--- config.mk ---
export PLATFORM = sky130hd
export DESIGN_NAME = pb_program_loader
export DESIGN_NICKNAME = d
export VERILOG_FILES = /design/src/rtl/pb_program_loader.sv
export SDC_FILE = /design/constraint.sdc
export NUM_CORES = 1
export LEC_CHECK = 0
export ABC_AREA = 1
export CAP_MARGIN = 40
export CORE_MARGIN = 2
export CORE_UTILIZATION = 50
export CTS_CLUSTER_DIAMETER = 100
export DETAILED_ROUTE_END_ITERATION = 8
export GPL_ROUTABILITY_DRIVEN = 0
export PLACE_DENSITY = 0.71
export SLEW_MARGIN = 20
export SYNTH_ARGS = -nofsm -noshare
export SYNTH_HDL_FRONTEND = slang
export SYNTH_SLANG_ARGS = --single-unit
--- constraint.sdc ---
create_clock -name CLK -period 4.2 [get_ports CLK]
set_input_delay 0.84 -clock CLK [delete_from_list [all_inputs] [get_ports CLK]]
set_output_delay 0.84 -clock CLK [all_outputs]
set_load 0.03 [all_outputs]
--- src/rtl/pb_program_loader.sv ---
// PicoBlaze program ROM loader: receives a framed byte stream, writes 18-bit
// instructions through the ROM load port and holds the CPU in reset meanwhile.
module pb_program_loader #(
  parameter logic [7:0] SYNC_BYTE      = 8'hA5,
  parameter int         TIMEOUT_CYCLES = 1000000,
  parameter int         RELEASE_CYCLES = 16
) (
  input  logic        CLK,
  input  logic        RESET,
  input  logic [7:0]  RX_DATA,
  input  logic        RX_VALID,
  output logic        RX_READY,
  output logic [9:0]  LOAD_ADDRESS,
  output logic [17:0] LOAD_INSTRUCTION,
  output logic        LOAD_WE,
  output logic        CPU_RESET,
  output logic        BUSY,
  output logic        DONE,
  output logic        ERROR,
  output logic [1:0]  ERR_CODE
);

  localparam int TW = $clog2(TIMEOUT_CYCLES);
  localparam int RW = $clog2(RELEASE_CYCLES + 1);

  typedef enum logic [3:0] {
    S_IDLE, S_CNT_HI, S_CNT_LO, S_B0, S_B1, S_B2, S_WRITE, S_CSUM, S_RELEASE
  } state_t;

  state_t        state_q, state_d;
  logic          rx_ready_q, rx_ready_d;
  logic [9:0]    load_addr_q, load_addr_d;
  logic [17:0]   load_instr_q, load_instr_d;
  logic          load_we_q, load_we_d;
  logic          cpu_reset_q, cpu_reset_d;
  logic          busy_q, busy_d;
  logic          done_q, done_d;
  logic          error_q, error_d;
  logic [1:0]    err_code_q, err_code_d;
  logic [7:0]    csum_q, csum_d;
  logic [9:0]    index_q, index_d;
  logic [9:0]    last_q, last_d;
  logic [1:0]    b0_q, b0_d;
  logic [7:0]    b1_q, b1_d;
  logic [TW-1:0] tmo_q, tmo_d;
  logic [RW-1:0] rel_q, rel_d;
  logic          from_csum_q, from_csum_d;
  logic          accept;
  logic          in_frame;
  logic [7:0]    sum_next;

  always_comb begin
    state_d      = state_q;
    load_addr_d  = load_addr_q;
    load_instr_d = load_instr_q;
    load_we_d    = 1'b0;
    cpu_reset_d  = cpu_reset_q;
    done_d       = done_q;
    error_d      = error_q;
    err_code_d   = err_code_q;
    csum_d       = csum_q;
    index_d      = index_q;
    last_d       = last_q;
    b0_d         = b0_q;
    b1_d         = b1_q;
    rel_d        = rel_q;
    from_csum_d  = from_csum_q;
    accept       = RX_VALID && rx_ready_q;
    sum_next     = csum_q + RX_DATA;
    in_frame     = state_q inside {S_CNT_HI, S_CNT_LO, S_B0, S_B1, S_B2, S_WRITE, S_CSUM};

    // Idle-gap counter: cleared by every accepted byte, only runs inside a frame
    tmo_d = '0;
    if (in_frame && !accept) tmo_d = tmo_q + TW'(1);
    if (accept && state_q != S_IDLE) csum_d = sum_next;

    case (state_q)
      S_IDLE: begin
        if (accept && RX_DATA == SYNC_BYTE) begin
          cpu_reset_d = 1'b1;
          done_d      = 1'b0;
          error_d     = 1'b0;
          err_code_d  = 2'b00;
          csum_d      = 8'h00;
          index_d     = 10'd0;
          state_d     = S_CNT_HI;
        end
      end
      S_CNT_HI: if (accept) begin
        last_d[9:8] = RX_DATA[1:0];
        state_d     = S_CNT_LO;
      end
      S_CNT_LO: if (accept) begin
        last_d[7:0] = RX_DATA;
        state_d     = S_B0;
      end
      S_B0: if (accept) begin
        b0_d    = RX_DATA[1:0];
        state_d = S_B1;
      end
      S_B1: if (accept) begin
        b1_d    = RX_DATA;
        state_d = S_B2;
      end
      S_B2: if (accept) begin
        load_instr_d = {b0_q, b1_q, RX_DATA};
        load_addr_d  = index_q;
        load_we_d    = 1'b1;
        state_d      = S_WRITE;
      end
      S_WRITE: begin
        if (index_q == last_q) begin
          state_d = S_CSUM;
        end else begin
          index_d = index_q + 10'd1;
          state_d = S_B0;
        end
      end
      S_CSUM: if (accept) begin
        if (sum_next == 8'h00) begin
          rel_d       = '0;
          from_csum_d = 1'b1;
          state_d     = S_RELEASE;
        end else begin
          error_d    = 1'b1;
          err_code_d = 2'b01;
          state_d    = S_IDLE;
        end
      end
      S_RELEASE: begin
        if (rel_q == RW'(RELEASE_CYCLES)) begin
          cpu_reset_d = 1'b0;
          done_d      = from_csum_q;
          from_csum_d = 1'b0;
          state_d     = S_IDLE;
        end else begin
          rel_d = rel_q + RW'(1);
        end
      end
      default: state_d = S_IDLE;
    endcase

    if (in_frame && !accept && tmo_q == TW'(TIMEOUT_CYCLES - 1)) begin
      error_d    = 1'b1;
      err_code_d = 2'b10;
      state_d    = S_IDLE;
    end

    rx_ready_d = state_d inside {S_IDLE, S_CNT_HI, S_CNT_LO, S_B0, S_B1, S_B2, S_CSUM};
    busy_d     = (state_d != S_IDLE);
  end

  // Reset parks the loader in RELEASE so the existing ROM image starts after the count
  always_ff @(posedge CLK or posedge RESET) begin
    if (RESET) begin
      state_q      <= S_RELEASE;
      rx_ready_q   <= 1'b0;
      load_addr_q  <= '0;
      load_instr_q <= '0;
      load_we_q    <= 1'b0;
      cpu_reset_q  <= 1'b1;
      busy_q       <= 1'b1;
      done_q       <= 1'b0;
      error_q      <= 1'b0;
      err_code_q   <= 2'b00;
      csum_q       <= '0;
      index_q      <= '0;
      last_q       <= '0;
      b0_q         <= '0;
      b1_q         <= '0;
      tmo_q        <= '0;
      rel_q        <= '0;
      from_csum_q  <= 1'b0;
    end else begin
      state_q      <= state_d;
      rx_ready_q   <= rx_ready_d;
      load_addr_q  <= load_addr_d;
      load_instr_q <= load_instr_d;
      load_we_q    <= load_we_d;
      cpu_reset_q  <= cpu_reset_d;
      busy_q       <= busy_d;
      done_q       <= done_d;
      error_q      <= error_d;
      err_code_q   <= err_code_d;
      csum_q       <= csum_d;
      index_q      <= index_d;
      last_q       <= last_d;
      b0_q         <= b0_d;
      b1_q         <= b1_d;
      tmo_q        <= tmo_d;
      rel_q        <= rel_d;
      from_csum_q  <= from_csum_d;
    end
  end

  assign RX_READY         = rx_ready_q;
  assign LOAD_ADDRESS     = load_addr_q;
  assign LOAD_INSTRUCTION = load_instr_q;
  assign LOAD_WE          = load_we_q;
  assign CPU_RESET        = cpu_reset_q;
  assign BUSY             = busy_q;
  assign DONE             = done_q;
  assign ERROR            = error_q;
  assign ERR_CODE         = err_code_q;

endmodule

==> impl_results.md <==
* DR iter-0 viols at 241
* Hpwl dp at 8619 um
* Area grow syn2layout at 15.74%
* Number of global-route vias before repair at 4173
* # DRC at 0
* Wire length per cell at 14.00 um
* First-pass GRT wire length at 19780 um
* Worst setup EP type: flip-flop
* H-tree levels at 3
* Mapped cell area at 0.005359 mm^2
* Crit path DAT at 3.03 ns
* LEAKAGE at 2.953 nW
* Vias/cell at 5.252
* Die Wd at 107.5 um
* Antenna Nets Post-Route at 0
* Yosys reg bits at 104
* Initial Util at 51.68%
* Crit path top cell by count: nand2_1
* Syn Nets at 679
* Final setup fails at 0
* Row Count at 37
* GRT Total Usage at 21.73%
* CTS Buffer Depth at 2
* Cts bufs inserted at 9
* Run status: complete, no violations
* Fin. Hold Viols at 0
* Peak supply drop at 256.0 uV
* Ys flop type: dfrtp_1
* Ant diodes at 0
* Total negative setup slack at 0 ns
* Core ar. at 0.01037 mm^2
* I/O Pins at 47
* Worst path cell trace: clkdlybuf4s50_1 > ha_1 > fa_1 > nand2_1 > nand2_1 > nand3_2 > nand2_1 > nand2_1 > nand2_1 > nor2_1 > nand2_2 > nand2_4 > nand2_4 > inv_2 > nor2_2
* Yosys cell types at 40
* Antenna violations before repair at 0
* RSZ-0062 raised after global routing: false
* CP Max Fanout at 7
* CTS tree: yes
* Mean post-synth cell area at 8.169 um^2
* Number of synthesized flops with an enable pin at 0
* Worst slew pin tran at 0.4924 ns
* Crit path buf inv count at 2
* Post-synth ARST share at 100.0%
* Worst min path class: flip-flop to flip-flop
* Post-Synthesis Cells at 656
* Power Dens Cells at 485.6 mW/mm^2
* Yosys warnings at 0
* Slew HR at 67.09%
* Yosys top cell by area: dfrtp_1
* Sequential area share after synthesis at 48.63%
* DR vias at 4433
* Crit path required time at 4.46 ns
* GR Overflow Total at 0
* Largest net degree at the start of global routing at 61
* Crit path time final at 2.771 ns
* Die H at 107.5 um
* Max Cap Viol at 0
* Dpl ws at 1.047 ns
* Post-CTS setup buffer count at 0
* CP Launch Type: primary input
* Top cells by area, synth: dfrtp_1 47%, nand2_1 12%, o21ai_0 5.3%, inv_1 4.8%, nor2_1 4.2%
* Synth cell count leaders: 174 x nand2_1, 101 x dfrtp_1, 69 x inv_1
* CTS Hold Buffers Added at 0
* Final worst-path cycle share at 65.99%
* Most numerous cell in the Yosys netlist: nand2_1
* Share of the synthesized area in the top cell type at 47.16%
* Final WS setup at 1.429 ns
* Max incr delay on CP at 0.50 ns
* Fmax at 360.8 MHz
* Slowest cell on crit path: clkdlybuf4s50_1
* Switching share of power at 37.12%
* Worst-path clk slew at 0.10 ns
* Root Buffer: clkbuf_8
* Initial DRT Pass Iterations at 5
* Final wirelength at 11820 um
* Switching power of the nets at 1.118 mW
* Setup CP Type: primary input to flip-flop
* Flop pwr share at 43.3%
* Fin. max-slew vios at 0
* Clock sink count at 104
* Die Footprint at 0.01156 mm^2
* Pint at 1.894 mW
* Logic pwr share at 33.1%
* Clock Power Share at 23.6%
* CTS resizes at 0
* Clock Skew at 0.01103 ns
* Clk_lat worst skew at 0.38 ns
* Nets at 726
* Share of layout cells above drive strength 1 at 9.181%
* Port Buffers at 46
* Delay-heaviest family, CP: simple AND/OR/NAND/NOR gates
==> kinds of logic (layout without fill, tap and decap cells) <==
logic type | after synthesis | count (layout) | share of synthesized area [%]
simple gates | 341 | 341 | 29.07
flops | 104 | 104 | 48.63
buf+inv | 91 | 143 | 6.888
compound gates | 87 | 87 | 9.036
xor+xnor | 21 | 21 | 3.432
fa+ha+maj | 12 | 12 | 2.942
==> final timing paths <==
| check | start | to | slack, ns | cells after the start |
|---|---|---|---|---|
| setup / recovery | RX_DATA[0] | RX_READY | 1.43 | 15 |
| hold / removal | tmo_q[0] | tmo_q[0] | 0.47 | 1 |
| setup reg to reg | state_q[3] | BUSY | 1.99 | 12 |
| hold reg to reg | tmo_q[0] | tmo_q[0] | 0.47 | 1 |
| max in group asynchronous | RESET | index_q[5] | 2.78 | 4 |
| min in group asynchronous | RESET | csum_q[5] | 0.67 | 2 |
==> metrics by stage <==
stage	instances	area, um^2	utilization (%)	hold WS (ns)	power (mW)
final	844	6202	59.81	0.4748	3.012
after global routing	844	6202	59.81	0.4983	3.226
after CTS	843	6175	59.54	0.4814	3.025
after detailed placement	827	5947	57.35	0.4589	2.311
after global placement	826	5939	57.28	0.4514	2.275
after floorplan	656	5359	-	0.4331	2.046
==> power groups by stage <==
stage / clock [mW] / combinational [mW] / sequential, mW
2_1_floorplan: 0 / 0.672 / 1.37
6_report: 0.711 / 0.996 / 1.30
5_1_grt: 0.778 / 1.12 / 1.33
4_1_cts: 0.726 / 0.992 / 1.31
3_5_place_dp: 0 / 0.985 / 1.33
3_3_place_gp: 0 / 0.955 / 1.32
==> layout make-up <==
class	instances	area, um^2
Clock inverter	7	103.9
Tap cell	136	170.2
Fill cell	922	4168
Sequential cell	104	2606
Clock buffer	9	123.9
Multi-Input combinational cell	461	2384
Inverter	77	291.5
Timing Repair Buffer	50	523.0
==> sequential cells by signal, indices dropped and copies added (netlist names) <==
signal / count
csum_q: 8
tmo_q: 20
ERR_CODE: 2
RX_READY: 1
ERROR: 1
state_q: 4
b0_q: 2
LOAD_ADDRESS: 10
last_q: 10
LOAD_INSTRUCTION: 18
LOAD_WE: 1
rel_q: 5
BUSY: 1
b1_q: 8
index_q: 10
CPU_RESET: 1
DONE: 1
from_csum_q: 1
==> metal layers <==
layer | vias to the layer above | track usage (%) | part of all wire [%]
li1 | 2214 | - | -
met1 | 2089 | 30.18 | 47
met2 | 112 | 33.69 | 47
met3 | 18 | 4.298 | 4.2
met4 | 0 | 8.242 | 1.7
met5 | - | 0 | 0
==> placed cells by master (no fill, tap or decap), types with 2 or more instances in the layout <==
cell type        instances
xnor2_1                  5
nand2_1                174
nand2_2                  6
nand3b_1                 4
nand4_1                 20
buf_4                    2
xor2_1                  16
nor2_2                   4
or2_0                    2
dfstp_2                  3
a21oi_1                 16
nand3_2                  3
nor4_2                   2
nand2_4                  4
clkdlybuf4s50_1         46
ha_1                    11
dfrtp_1                101
nor3_1                  11
nor2_1                  60
clkbuf_8                 9
nor4_1                   6
clkinvlp_4               2
nor2_4                   2
bufinv_16                2
inv_2                    8
or2_2                    2
nand3_1                 37
inv_1                   68
o21ai_2                  7
o21ai_0                 57
Note: power is estimated with default switching activity, not from simulation.
==> patch: new RTL, config.mk and constraints unchanged <==
`RELEASE_CYCLES`: 16 -> 8.
--- a/src/rtl/pb_program_loader.sv
+++ b/src/rtl/pb_program_loader.sv
@@ -3,7 +3,7 @@
 module pb_program_loader #(
   parameter logic [7:0] SYNC_BYTE      = 8'hA5,
   parameter int         TIMEOUT_CYCLES = 1000000,
-  parameter int         RELEASE_CYCLES = 16
+  parameter int         RELEASE_CYCLES = 8
 ) (
   input  logic        CLK,
   input  logic        RESET,
Check against the original RTL: not equivalent (a bounded check fails within 10 cycles, from zero or initial values and one cycle with RESET high).
==> patch against the original RTL <==
- synthesized area decreased by 3.5%
- sequential cell count decreased by 1
- wire length decreased by 4.3%
- power increased by 6.0%
- count of clock-buffer cells in the layout increased by 1
- non-clock buffer count unchanged
- cell area decreased by 3.4%
- die area decreased by 3.4%
- setup slack got worse by 19 ps
- critical path type unchanged
- largest power group unchanged
==> patch: results (changes against the original RTL) <==
| Metric | Value |
|---|---|
| Layout cells sized above 1 | `6.29% (-2.9 points)` |
| Synthesized net count | `670 (-1.3%)` |
| CTS max path bufs | `2 (unchanged)` |
| Multiplexer share of the synthesized area | `0% (unchanged)` |
| Clock-pin transition on the worst setup and hold timing paths | `90 ps` |
| Largest net degree at the start of global routing | `55 (-9.8%)` |
| Synth area leaders | `dfrtp_1, nand2_1, o21ai_0, inv_1, nor2_1` |
| Power Total | `0.00319 W (+6.0%)` |
| Adder-Cell Fraction of Synth Area | `3.05% (+0.11 points)` |
| Post-synth top cells | `nand2_1, dfrtp_1, inv_1` |
| Initial DRC Count | `249 (+3.3%)` |
| Worst hold path class | `register to register` |
| Pleak | `2.89 nW (-2.0%)` |
| Switching part of the total | `39.0% (+1.9 points)` |
| H-Tree Depth | `3 (unchanged)` |
| Largest Register | `tmo_q` |
| Hold path cells | `1 (unchanged)` |
| Post-CTS Setup Inserts | `0 (unchanged)` |
| Complex-gate fraction of the synthesized area | `8.38% (-0.66 points)` |
| Later-pin clock latency in the skew report | `360 ps (-20 ps)` |
| Initial DRT Pass Iterations | `5 (unchanged)` |
| Delay-heaviest family, CP | `simple AND/OR/NAND/NOR gates` |
| Ys async rst share | `100% (unchanged)` |
| Skew final | `13.0 ps (+1.95 ps)` |
| Worst-margin pin slew | `631 ps (+139 ps)` |
| Post-DP HPWL | `8220 um (-4.7%)` |
| Peak fanout along the critical path | `6 (-1)` |
| Initial antenna violation count | `0 (unchanged)` |
| Root Buffer Master | `clkbuf_8` |
| Critical Path AT | `3020 ps (about the same)` |
| Ant diodes | `0 (unchanged)` |
| Worst path max stage delay | `480 ps (-20 ps)` |
| Reg2Reg Depth | `14 (+2)` |
| XOR/XNOR share of the synthesized area | `3.39% (-0.043 points)` |
| Most numerous cell in the Yosys netlist | `nand2_1` |
| Status | `finished clean` |
| Peak VDD IR | `0.252 mV (-1.7%)` |
| Clk power | `0.000651 W (-8.4%)` |
| CP max-delay cell | `clkdlybuf4s50_1` |
| Warnings, synthesis | `0 (unchanged)` |
| Post-cts resize count | `0 (unchanged)` |
| Num CTS Buffers | `9 (unchanged)` |
| DR vias/cell | `5.12 (-2.6%)` |
| Nets | `718 (-1.1%)` |
| WL per Instance | `13.5 um (-3.3%)` |
| Library cells used by synthesis | `32 (-20%)` |
| Number of flip-flops in the largest register | `20 (unchanged)` |
| Number of global-route vias before repair | `4,019 (-3.7%)` |
| Sequential element share of the synthesized area | `49.9% (+1.3 points)` |
| # fillers | `926 (+0.43%)` |
| Sequential power share | `42.5% (-0.8 points)` |
| First-pass GRT wire length | `19,300 um (-2.7%)` |
| Total track usage | `21.3% (-0.40 points)` |
| PortBufs | `46 (unchanged)` |
-- patch: cell types whose count changed after synthesis, moves of 3 or more --
cell     change
o21ai_0      +7
o21ai_2      -7
nand2_1      +6
nor2_1       +5
nand2_4      -3
nor2_2       -3
-- patch: through the flow --
step / std cells / utilization [%] / worst slack [ps] / hold slack (ps) / instance area (sq um)
detailed placement: 819 / 56.6 / 1090 / 455 / 5770
CTS: 835 / 58.7 / 1450 / 469 / 5980
floorplan: 647 / - / 661 / 433 / 5170
global placement: 819 / 56.6 / 1170 / 449 / 5770
finish: 836 / 58.8 / 1410 / 464 / 5990
global route: 836 / 58.8 / 1220 / 491 / 5990
-- patch: kinds of logic after synthesis --
logic type               count (synthesis)
XOR/XNOR                                20
AND/OR/NAND/NOR                        340
flip-flops                             103
adder cells (fa/ha/maj)                 12
AO/OA/AOI/OAI                           84
buffers and inverters                   88
-- patch: layout make-up --
| class | instances | share of cell area, % |
|---|---|---|
| inverter | 75 | 4.74 |
| tap | 136 | 2.84 |
| sequential | 103 | 43.1 |
| timing repair buffer | 50 | 8.40 |
| clock inverter | 6 | 1.25 |
| multi-input combinational | 456 | 37.4 |
| clock buffer | 10 | 2.30 |
-- patch: layer usage --
layer | share of wire (%) | GRT usage (%) | up-vias
met5 | 0 | 0 | -
met4 | 0.96 | 4.70 | 0
met3 | 4.4 | 3.46 | 10
met2 | 47 | 34.5 | 105
met1 | 47 | 30.4 | 1975
li1 | - | - | 2188
-- patch: final timing paths --
kind                       slack, ps        from         to
max in group asynchronous       2570       RESET  last_q[3]
max reg2reg                     2020   csum_q[0]   RX_READY
min in group asynchronous        920       RESET   tmo_q[3]
max                             1410  RX_DATA[0]   RX_READY
min                              460    tmo_q[0]   tmo_q[0]
min reg2reg                      460    tmo_q[0]   tmo_q[0]
